File: src/rtl/ex_mem_if.sv
// EX/MEM pipeline register bus: EX-side controls/data in, MEM-side registered copies out.
// Defining EX_MEM_PERF_EN adds the retired/stall performance counter outputs.
interface ex_mem_if #(
  parameter int unsigned IO_BUS_SIZE   = 32,
  parameter int unsigned REG_ADDR_SIZE = 5
);
  logic                     i_enable;
  logic                     i_flush;
  logic                     i_valid;
  logic                     i_halt;
  logic                     i_mem_wr_rd;
  logic [1:0]               i_mem_wr_src;
  logic [2:0]               i_mem_rd_src;
  logic                     i_reg_wr;
  logic                     i_mem_to_reg;
  logic [REG_ADDR_SIZE-1:0] i_wb_addr;
  logic [IO_BUS_SIZE-1:0]   i_alu_res;
  logic [IO_BUS_SIZE-1:0]   i_bus_b;

  logic                     o_valid;
  logic                     o_halt;
  logic                     o_mem_wr_rd;
  logic [1:0]               o_mem_wr_src;
  logic [2:0]               o_mem_rd_src;
  logic                     o_reg_wr;
  logic                     o_mem_to_reg;
  logic [REG_ADDR_SIZE-1:0] o_wb_addr;
  logic [IO_BUS_SIZE-1:0]   o_alu_res;
  logic [IO_BUS_SIZE-1:0]   o_bus_b;
`ifdef EX_MEM_PERF_EN
  logic [31:0]              o_retired_cnt;
  logic [31:0]              o_stall_cnt;
`endif

  modport master (
    output i_enable, i_flush, i_valid, i_halt, i_mem_wr_rd, i_mem_wr_src, i_mem_rd_src,
           i_reg_wr, i_mem_to_reg, i_wb_addr, i_alu_res, i_bus_b,
`ifdef EX_MEM_PERF_EN
    input  o_retired_cnt, o_stall_cnt,
`endif
    input  o_valid, o_halt, o_mem_wr_rd, o_mem_wr_src, o_mem_rd_src,
           o_reg_wr, o_mem_to_reg, o_wb_addr, o_alu_res, o_bus_b
  );

  modport slave (
    input  i_enable, i_flush, i_valid, i_halt, i_mem_wr_rd, i_mem_wr_src, i_mem_rd_src,
           i_reg_wr, i_mem_to_reg, i_wb_addr, i_alu_res, i_bus_b,
`ifdef EX_MEM_PERF_EN
    output o_retired_cnt, o_stall_cnt,
`endif
    output o_valid, o_halt, o_mem_wr_rd, o_mem_wr_src, o_mem_rd_src,
           o_reg_wr, o_mem_to_reg, o_wb_addr, o_alu_res, o_bus_b
  );
endinterface

File: src/rtl/ex_mem.sv
// EX/MEM pipeline register with stall, flush, bubble insertion and a sticky HALT sequence.
// Optional feature macro: EX_MEM_PERF_EN (retired-instruction and stall counters).
module ex_mem #(
  parameter int unsigned IO_BUS_SIZE   = 32,
  parameter int unsigned REG_ADDR_SIZE = 5
) (
  input  logic     i_clk,
  input  logic     i_reset,
  ex_mem_if.slave  bus
);

  typedef enum logic [1:0] {
    RUN       = 2'd0,
    HALT_HEAD = 2'd1,
    HALTED    = 2'd2
  } state_e;

  typedef struct packed {
    logic                     mem_wr_rd;
    logic [1:0]               mem_wr_src;
    logic [2:0]               mem_rd_src;
    logic                     reg_wr;
    logic                     mem_to_reg;
    logic [REG_ADDR_SIZE-1:0] wb_addr;
    logic [IO_BUS_SIZE-1:0]   alu_res;
    logic [IO_BUS_SIZE-1:0]   bus_b;
  } payload_t;

  state_e   state_q;
  payload_t pl_q;
  logic     valid_q;
  logic     halt_q;
  logic     real_op_c;

  // Only a valid, non-HALT instruction may carry a store or register write.
  assign real_op_c = bus.i_valid && !bus.i_halt;

  // Pipeline register and halt sequencing.
  always_ff @(posedge i_clk or negedge i_reset) begin
    if (!i_reset) begin
      state_q <= RUN;
      pl_q    <= '0;
      valid_q <= 1'b0;
      halt_q  <= 1'b0;
    end else begin
      unique case (state_q)
        RUN: begin
          if (bus.i_flush) begin
            pl_q    <= '0;
            valid_q <= 1'b0;
          end else if (bus.i_enable) begin
            pl_q.mem_wr_rd  <= real_op_c && bus.i_mem_wr_rd;
            pl_q.mem_wr_src <= bus.i_mem_wr_src;
            pl_q.mem_rd_src <= bus.i_mem_rd_src;
            pl_q.reg_wr     <= real_op_c && bus.i_reg_wr;
            pl_q.mem_to_reg <= real_op_c && bus.i_mem_to_reg;
            pl_q.wb_addr    <= bus.i_wb_addr;
            pl_q.alu_res    <= bus.i_alu_res;
            pl_q.bus_b      <= bus.i_bus_b;
            valid_q         <= bus.i_valid;
            if (bus.i_valid && bus.i_halt) begin
              state_q <= HALT_HEAD;
              halt_q  <= 1'b1;
            end
          end
        end
        HALT_HEAD: begin
          pl_q    <= '0;
          valid_q <= 1'b0;
          state_q <= HALTED;
        end
        HALTED: begin
          state_q <= HALTED;
        end
        default: begin
          state_q <= RUN;
          pl_q    <= '0;
          valid_q <= 1'b0;
          halt_q  <= 1'b0;
        end
      endcase
    end
  end

  assign bus.o_valid      = valid_q;
  assign bus.o_halt       = halt_q;
  assign bus.o_mem_wr_rd  = pl_q.mem_wr_rd;
  assign bus.o_mem_wr_src = pl_q.mem_wr_src;
  assign bus.o_mem_rd_src = pl_q.mem_rd_src;
  assign bus.o_reg_wr     = pl_q.reg_wr;
  assign bus.o_mem_to_reg = pl_q.mem_to_reg;
  assign bus.o_wb_addr    = pl_q.wb_addr;
  assign bus.o_alu_res    = pl_q.alu_res;
  assign bus.o_bus_b      = pl_q.bus_b;

`ifdef EX_MEM_PERF_EN
  logic [31:0] retired_q;
  logic [31:0] stall_q;

  // Counters run only in RUN and wrap naturally at 32 bits.
  always_ff @(posedge i_clk or negedge i_reset) begin
    if (!i_reset) begin
      retired_q <= 32'd0;
      stall_q   <= 32'd0;
    end else if (state_q == RUN) begin
      if (bus.i_enable && !bus.i_flush && bus.i_valid) retired_q <= retired_q + 32'd1;
      if (!bus.i_enable && valid_q)                    stall_q   <= stall_q + 32'd1;
    end
  end

  assign bus.o_retired_cnt = retired_q;
  assign bus.o_stall_cnt   = stall_q;
`endif

endmodule

File: src/flat_wrapper.sv
// flat-port wrapper written by rule: the top's interface ports become plain ports
module ex_mem_flat 
#(
  parameter int unsigned IO_BUS_SIZE   = 32,
  parameter int unsigned REG_ADDR_SIZE = 5
)
  (i_clk, i_reset, bus_i_enable, bus_i_flush, bus_i_valid, bus_i_halt, bus_i_mem_wr_rd, bus_i_mem_wr_src, bus_i_mem_rd_src, bus_i_reg_wr, bus_i_mem_to_reg, bus_i_wb_addr, bus_i_alu_res, bus_i_bus_b, bus_o_valid, bus_o_halt, bus_o_mem_wr_rd, bus_o_mem_wr_src, bus_o_mem_rd_src, bus_o_reg_wr, bus_o_mem_to_reg, bus_o_wb_addr, bus_o_alu_res, bus_o_bus_b);
  ex_mem_if #(.IO_BUS_SIZE(IO_BUS_SIZE), .REG_ADDR_SIZE(REG_ADDR_SIZE)) bus_i ();
  input  logic i_clk;
  input  logic i_reset;
  input wire logic [$bits(bus_i.i_enable)-1:0] bus_i_enable;
  input wire logic [$bits(bus_i.i_flush)-1:0] bus_i_flush;
  input wire logic [$bits(bus_i.i_valid)-1:0] bus_i_valid;
  input wire logic [$bits(bus_i.i_halt)-1:0] bus_i_halt;
  input wire logic [$bits(bus_i.i_mem_wr_rd)-1:0] bus_i_mem_wr_rd;
  input wire logic [$bits(bus_i.i_mem_wr_src)-1:0] bus_i_mem_wr_src;
  input wire logic [$bits(bus_i.i_mem_rd_src)-1:0] bus_i_mem_rd_src;
  input wire logic [$bits(bus_i.i_reg_wr)-1:0] bus_i_reg_wr;
  input wire logic [$bits(bus_i.i_mem_to_reg)-1:0] bus_i_mem_to_reg;
  input wire logic [$bits(bus_i.i_wb_addr)-1:0] bus_i_wb_addr;
  input wire logic [$bits(bus_i.i_alu_res)-1:0] bus_i_alu_res;
  input wire logic [$bits(bus_i.i_bus_b)-1:0] bus_i_bus_b;
  output wire logic [$bits(bus_i.o_valid)-1:0] bus_o_valid;
  output wire logic [$bits(bus_i.o_halt)-1:0] bus_o_halt;
  output wire logic [$bits(bus_i.o_mem_wr_rd)-1:0] bus_o_mem_wr_rd;
  output wire logic [$bits(bus_i.o_mem_wr_src)-1:0] bus_o_mem_wr_src;
  output wire logic [$bits(bus_i.o_mem_rd_src)-1:0] bus_o_mem_rd_src;
  output wire logic [$bits(bus_i.o_reg_wr)-1:0] bus_o_reg_wr;
  output wire logic [$bits(bus_i.o_mem_to_reg)-1:0] bus_o_mem_to_reg;
  output wire logic [$bits(bus_i.o_wb_addr)-1:0] bus_o_wb_addr;
  output wire logic [$bits(bus_i.o_alu_res)-1:0] bus_o_alu_res;
  output wire logic [$bits(bus_i.o_bus_b)-1:0] bus_o_bus_b;
  assign bus_i.i_enable = bus_i_enable;
  assign bus_i.i_flush = bus_i_flush;
  assign bus_i.i_valid = bus_i_valid;
  assign bus_i.i_halt = bus_i_halt;
  assign bus_i.i_mem_wr_rd = bus_i_mem_wr_rd;
  assign bus_i.i_mem_wr_src = bus_i_mem_wr_src;
  assign bus_i.i_mem_rd_src = bus_i_mem_rd_src;
  assign bus_i.i_reg_wr = bus_i_reg_wr;
  assign bus_i.i_mem_to_reg = bus_i_mem_to_reg;
  assign bus_i.i_wb_addr = bus_i_wb_addr;
  assign bus_i.i_alu_res = bus_i_alu_res;
  assign bus_i.i_bus_b = bus_i_bus_b;
  assign bus_o_valid = bus_i.o_valid;
  assign bus_o_halt = bus_i.o_halt;
  assign bus_o_mem_wr_rd = bus_i.o_mem_wr_rd;
  assign bus_o_mem_wr_src = bus_i.o_mem_wr_src;
  assign bus_o_mem_rd_src = bus_i.o_mem_rd_src;
  assign bus_o_reg_wr = bus_i.o_reg_wr;
  assign bus_o_mem_to_reg = bus_i.o_mem_to_reg;
  assign bus_o_wb_addr = bus_i.o_wb_addr;
  assign bus_o_alu_res = bus_i.o_alu_res;
  assign bus_o_bus_b = bus_i.o_bus_b;
  ex_mem #(.IO_BUS_SIZE(IO_BUS_SIZE), .REG_ADDR_SIZE(REG_ADDR_SIZE)) u_core (.i_clk(i_clk), .i_reset(i_reset), .bus(bus_i));
endmodule
File: config.mk
export PLATFORM = sky130hd
export DESIGN_NAME = ex_mem_flat
export DESIGN_NICKNAME = d
export VERILOG_FILES = /design/src/rtl/ex_mem_if.sv /design/src/rtl/ex_mem.sv /design/src/flat_wrapper.sv
export SDC_FILE = /design/constraint.sdc
export NUM_CORES = 1
export LEC_CHECK = 0
export ABC_AREA = 0
export CORE_MARGIN = 2
export CORE_UTILIZATION = 45
export DETAILED_ROUTE_END_ITERATION = 12
export PLACE_DENSITY = 0.85
export SETUP_SLACK_MARGIN = 0.05
export SYNTH_ARGS = -nofsm -noshare
export SYNTH_HDL_FRONTEND = slang
export SYNTH_SLANG_ARGS = --single-unit
File: constraint.sdc
create_clock -name i_clk -period 3.4 [get_ports i_clk]
set_input_delay 0.34 -clock i_clk [delete_from_list [all_inputs] [get_ports i_clk]]
set_output_delay 0.34 -clock i_clk [all_outputs]
set_load 0.01 [all_outputs]
# Word-level counts from Yosys, hierarchy flattened
# Cells that the tools add are included.
[word_totals] register_bits=81 inputBits=83 out_inout_bits=79 word_cells=44
[classes] eq_ne=6 n_mux=14 bitwise_logic=2 n_reduce_logical=11
[op_table] cell="2-to-1 mux 77 bit" count=2
[op_table] cell="case mux 77 bit (2 select lines)" count=1
[op_table] cell="2-to-1 mux 2 bit" count=3
[op_table] cell="logical AND 1 bit" count=5
[op_table] cell="2-to-1 mux 1 bit" count=5
[op_table] cell="inequality test 2 bit (second input constant)" count=2
[op_table] cell="case mux 1 bit (2 select lines)" count=2
[op_table] cell="case mux 2 bit (2 select lines)" count=1
[op_table] cell="AND reduction 4 bit" count=1
[op_table] cell="inequality test 3 bit (second input constant)" count=1
[op_table] cell="AND reduction 3 bit" count=1
[op_table] cell="equality test 2 x 1 -> 1 bit (second input constant)" count=1
[op_table] cell="equality test 2 bit (second input constant)" count=1
[op_table] cell="logical NOT 2 bit" count=1
[op_table] cell="inequality test 2 x 1 -> 1 bit (second input constant)" count=1
[op_table] cell="NOT 1 bit" count=2
[op_table] cell="AND reduction 2 bit" count=1
[op_table] cell="OR reduction 2 bit" count=1
[op_table] cell="logical NOT 1 bit" count=1

# Logic depth before layout (Yosys ltp)
[logic_depth] word_depth=6 depth_mapped=8 depth_no_buf=5

# Least setup slack after synthesis
# No wires, ideal clock.
[synth_timing] kind="reg-to-reg" from="reg u_core.state_q[1]" to="reg u_core.pl_q (netlist bit u_core.bus.o_alu_res[29])" setup_ps=125 t_arrival_ps=1525 t_required_ps=3275 setup_slack_ps=1751 path_stages_with_launch=8 path_buffers=2 period_less_slack_ps=1649 path_cell_list="dfrtp_1 -> inv_1 -> ha_1 -> nor2b_2 -> a21oi_1 -> buf_2 -> buf_6 -> mux2_2"
[synth_between] elab_chain_len=3 elab_cells_between_ends=6 cone_classes="eq/ne (2); mux (1); bitwise (1); reduce/logical (2)"
[synth_rtl] element="start: declaration" line="ex_mem.sv:29" rtl="state_e state_q;"
[synth_rtl] element="start signal: assignment" line="ex_mem.sv:41" rtl="state_q <= RUN;"
[synth_rtl] element="start signal: assignment" line="ex_mem.sv:62" rtl="state_q <= HALT_HEAD;"
[synth_rtl] element="start signal: assignment" line="ex_mem.sv:70" rtl="state_q <= HALTED;"
[synth_rtl] element="logical NOT 2 bit / equality test 2 bit (equally long branches)" line="ex_mem.sv:46" rtl="unique case (state_q)"
[synth_rtl] element="inequality test 3 bit (no source line) / NOT 1 bit (equally long branches)"
[synth_rtl] element="AND reduction 2 bit (no source line)"
[synth_rtl] element="end: declaration" line="ex_mem.sv:30" rtl="payload_t pl_q;"
# Several ways; a longest one is shown, not always the timed one.
# A chain may end at the register's enable or synchronous reset.

# Worst setup path after layout
[layout_timing] from="reg u_core.state_q[1]" to="reg u_core.pl_q (netlist bit u_core.bus.o_wb_addr[2])"
# Same word-level chain as after synthesis.

==> results.toml <==
[cts]
clock_tree.htree_level_count = 3
cts_sinks = 81
clock_insertion_delay_worst_skew_ns = 0.34
hold_buffers = 0
cts.path.max_buffers = 2
cts_inserted_buffers = 9
clockRootBuffer = "sky130_fd_sc_hd__clkbuf_8"
cts_post_setup_buffers_inserted = 0
clock_tree_from_tritoncts = "done"
clk_pin_slew_ns = 0.09
cts-resized-gates = 0

[logic_synthesis]
async_flop_share_pct = 100
synth_seq_cells = 81
synthesis.instances = 348
synth-simple-area-share_pct = 9.15
post_synth_fa_ha_maj_area_fraction_pct = 1.03
ys.warnings.count = 0
synth_top_family_by_area = "multiplexers"
synth_xor_xnor_area_share_pct = 0
synth-edff-count = 0
synth-compound-area-share_pct = 0.895
synth_sequential_area_ratio_pct = 55.7
synthMuxAreaShare_pct = 21.8
synth_area_per_inst_um2 = 10.4
ys_types = 21
main_synth_ff_type = "sky130_fd_sc_hd__dfrtp_1"
netlist_area_um2 = 3640
mappedNetlistNets = 434

[worst_setup_path]
crit_path_max_fanout = 74
timing.reg2reg.worst_path_depth = 6
r2r-start = "u_core.state_q[1]$_DFFE_PN0P_"
worst_setup_path_startpoint = "u_core.state_q[1]$_DFFE_PN0P_"
worst-endpoint-required_ns = 3.67
r2r_endpoint = "u_core.bus.o_wb_addr[2]$_DFFE_PN0P_"
timing.critical_path.to_type = "register"
worstSetupStartpointType = "register"
r2r_slack_ns = 1.42
timing.critical_path.arrival_ns = 2.25
critical_path.endpoint = "u_core.bus.o_wb_addr[2]$_DFFE_PN0P_"
crit_type = "reg2reg"

[pwr]
ir_drop_mv = 1.01
leak_uw = 0.00259
total_power_uw = 4810
pwr_density_cell_nw_per_um2 = 871

[timing]
layout_min_cycle_time_ns = 1.98
max_slew_margin_vs_limit_pct = 33.2
fin_skew_ns = 0.0139
timing.final.max_slew_violations = 0
timing.setup.tns_ns = 0
setup_viol = 0
postLayoutSetupSlackWorst_ns = 1.42
tightestPinTransition_ns = 1.00
fmaxAchievable_mhz = 505
post-route-period-util_pct = 58.3
rsz0062_at_grt = "no"
timing.final.hold_violations = 0

[placement]
placed_standard_cell_area_um2 = 5310
weighted_congestion_at_the_end_of_routability_driven_global_placement = 0.752
post-dp-hpwl_mm = 6.03
place.port_buffers = 161
dpl_worst_slack_ns = 1.32

[floorplanning]
row_count = 32
die-area_um2 = 8820
width_of_the_die_um = 93.9
io_pins = 162
start_util_pct = 46.8
core_region_area_um2 = 7770
chipHeight_um = 93.9

[finish]
multiInputGateArea_um2 = 1210
area_used_by_sequential_logic_in_the_layout_um2 = 2030
synthToLayoutAreaGrowth_pct = 51.9
antenna_cells = 0
finish.instance_area_um2 = 5520
fillCellCount = 602
drive_gt1_share_pct = 4.50
final_nets = 592

[global_routing]
overflow = 0
first_global_vias = 2805
grt_max_degree = 82
antenna_found_initial = 0
gr-usage-all-layers_pct = 19.7
grt_first_pass_wirelength_mm = 13.5

[run_status]
run_status = "finished, final reports clean"

[drt]
vias_per_cell = 4.56
antenna_violating_nets_left = 0
vias = 2796
violation_count_after_the_first_detailed_routing_iteration = 122
detail_route.drc_violations = 0
drtPass1Iterations = 4
routed_wirelength_mm = 8.48
route.detailed.wl_per_inst_um = 13.8

[min_path]
min_path_type = "in2async"

[run]
max_cap_viol_count = 0
==> layout by cell type, fill, tap and decap left out, drive strengths merged, types with 2 or more instances in the layout <==
cell	count
clkinv	3
mux2	2
dfrtp	81
buf	4
ha	3
bufinv	2
clkdlybuf4s50	160
a21oi	2
inv	80
clkbuf	10
nand2	77
mux2i	77
==> cell type report <==
class / instances / area share, %
sequential: 81 / 36.7
timing repair buffer: 164 / 29.8
multi-input combinational: 170 / 22.0
inverter: 80 / 5.44
clock buffer: 10 / 2.31
tap: 102 / 2.31
clock inverter: 6 / 1.50
==> worst min-delay path by stage <==
stage	to	slack, ns	from
2_1_floorplan	u_core.bus.o_alu_res[0]$_DFFE_PN0P_	0.04	i_reset
3_3_place_gp	u_core.bus.o_halt$_DFFE_PN0P_	0.48	u_core.bus.o_halt$_DFFE_PN0P_
3_5_place_dp	u_core.bus.o_halt$_DFFE_PN0P_	0.49	u_core.bus.o_halt$_DFFE_PN0P_
4_1_cts	u_core.bus.o_alu_res[31]$_DFFE_PN0P_	0.19	i_reset
5_1_grt	u_core.bus.o_alu_res[31]$_DFFE_PN0P_	0.23	i_reset
6_report	u_core.bus.o_bus_b[14]$_DFFE_PN0P_	0.14	i_reset
==> routing by layer <==
layer  GRT usage, %  vias to the layer above  wire, um  part of all wire [%]
met5              0                        -         0                     0
met4           7.00                        0        91                   1.1
met3           5.22                        8       606                   7.1
met2           32.1                       99      4210                    50
met1           25.2                     1320      3570                    42
li1               -                     1369         -                     -
==> worst max-delay path: stages (launching register included) <==
cell and delay [ns]:
sky130_fd_sc_hd__dfrtp_1 0.41, sky130_fd_sc_hd__inv_1 0.09, sky130_fd_sc_hd__ha_1 0.24, sky130_fd_sc_hd__nor2b_4 0.21, sky130_fd_sc_hd__buf_4 0.61, sky130_fd_sc_hd__nand2_1 0.14
sky130_fd_sc_hd__mux2i_1 0.18
==> power by group <==
group | total [uW] | switching (uW) | internal (uW) | leakage, uW
Clock | 745 | 335 | 410 | 0.000106
Combinational | 2450 | 1120 | 1330 | 0.00139
Sequential | 1620 | 235 | 1380 | 0.00109
==> Yosys cell counts, types with 2 or more instances <==
cell,n,area [um^2]
sky130_fd_sc_hd__inv_1,80,300
sky130_fd_sc_hd__a21oi_1,2,10.0
sky130_fd_sc_hd__dfrtp_1,81,2030
sky130_fd_sc_hd__buf_4,5,37.5
sky130_fd_sc_hd__mux2i_1,77,771
sky130_fd_sc_hd__buf_6,3,33.8
sky130_fd_sc_hd__mux2_2,2,22.5
sky130_fd_sc_hd__clkbuf_1,2,7.51
sky130_fd_sc_hd__nand2_1,77,289
sky130_fd_sc_hd__ha_1,3,37.5
sky130_fd_sc_hd__buf_2,6,30.0
==> logic make-up after synthesis <==
family / Yosys count
AOI/OAI and AO/OA: 5
adders and majority gates: 3
buffers and inverters: 97
DFF: 81
muxes: 79
and+or+nand+nor: 83
==> per-stage QoR <==
| stage | std cells | hold slack, ns | utilization [%] |
|---|---|---|---|
| floorplan | 348 | 0.0444 | - |
| global placement | 597 | 0.484 | 68.4 |
| detailed placement | 597 | 0.493 | 68.4 |
| CTS | 613 | 0.188 | 71.1 |
| global route | 613 | 0.233 | 71.1 |
| finish | 613 | 0.144 | 71.1 |
Note: power is estimated with default switching activity, not from simulation.
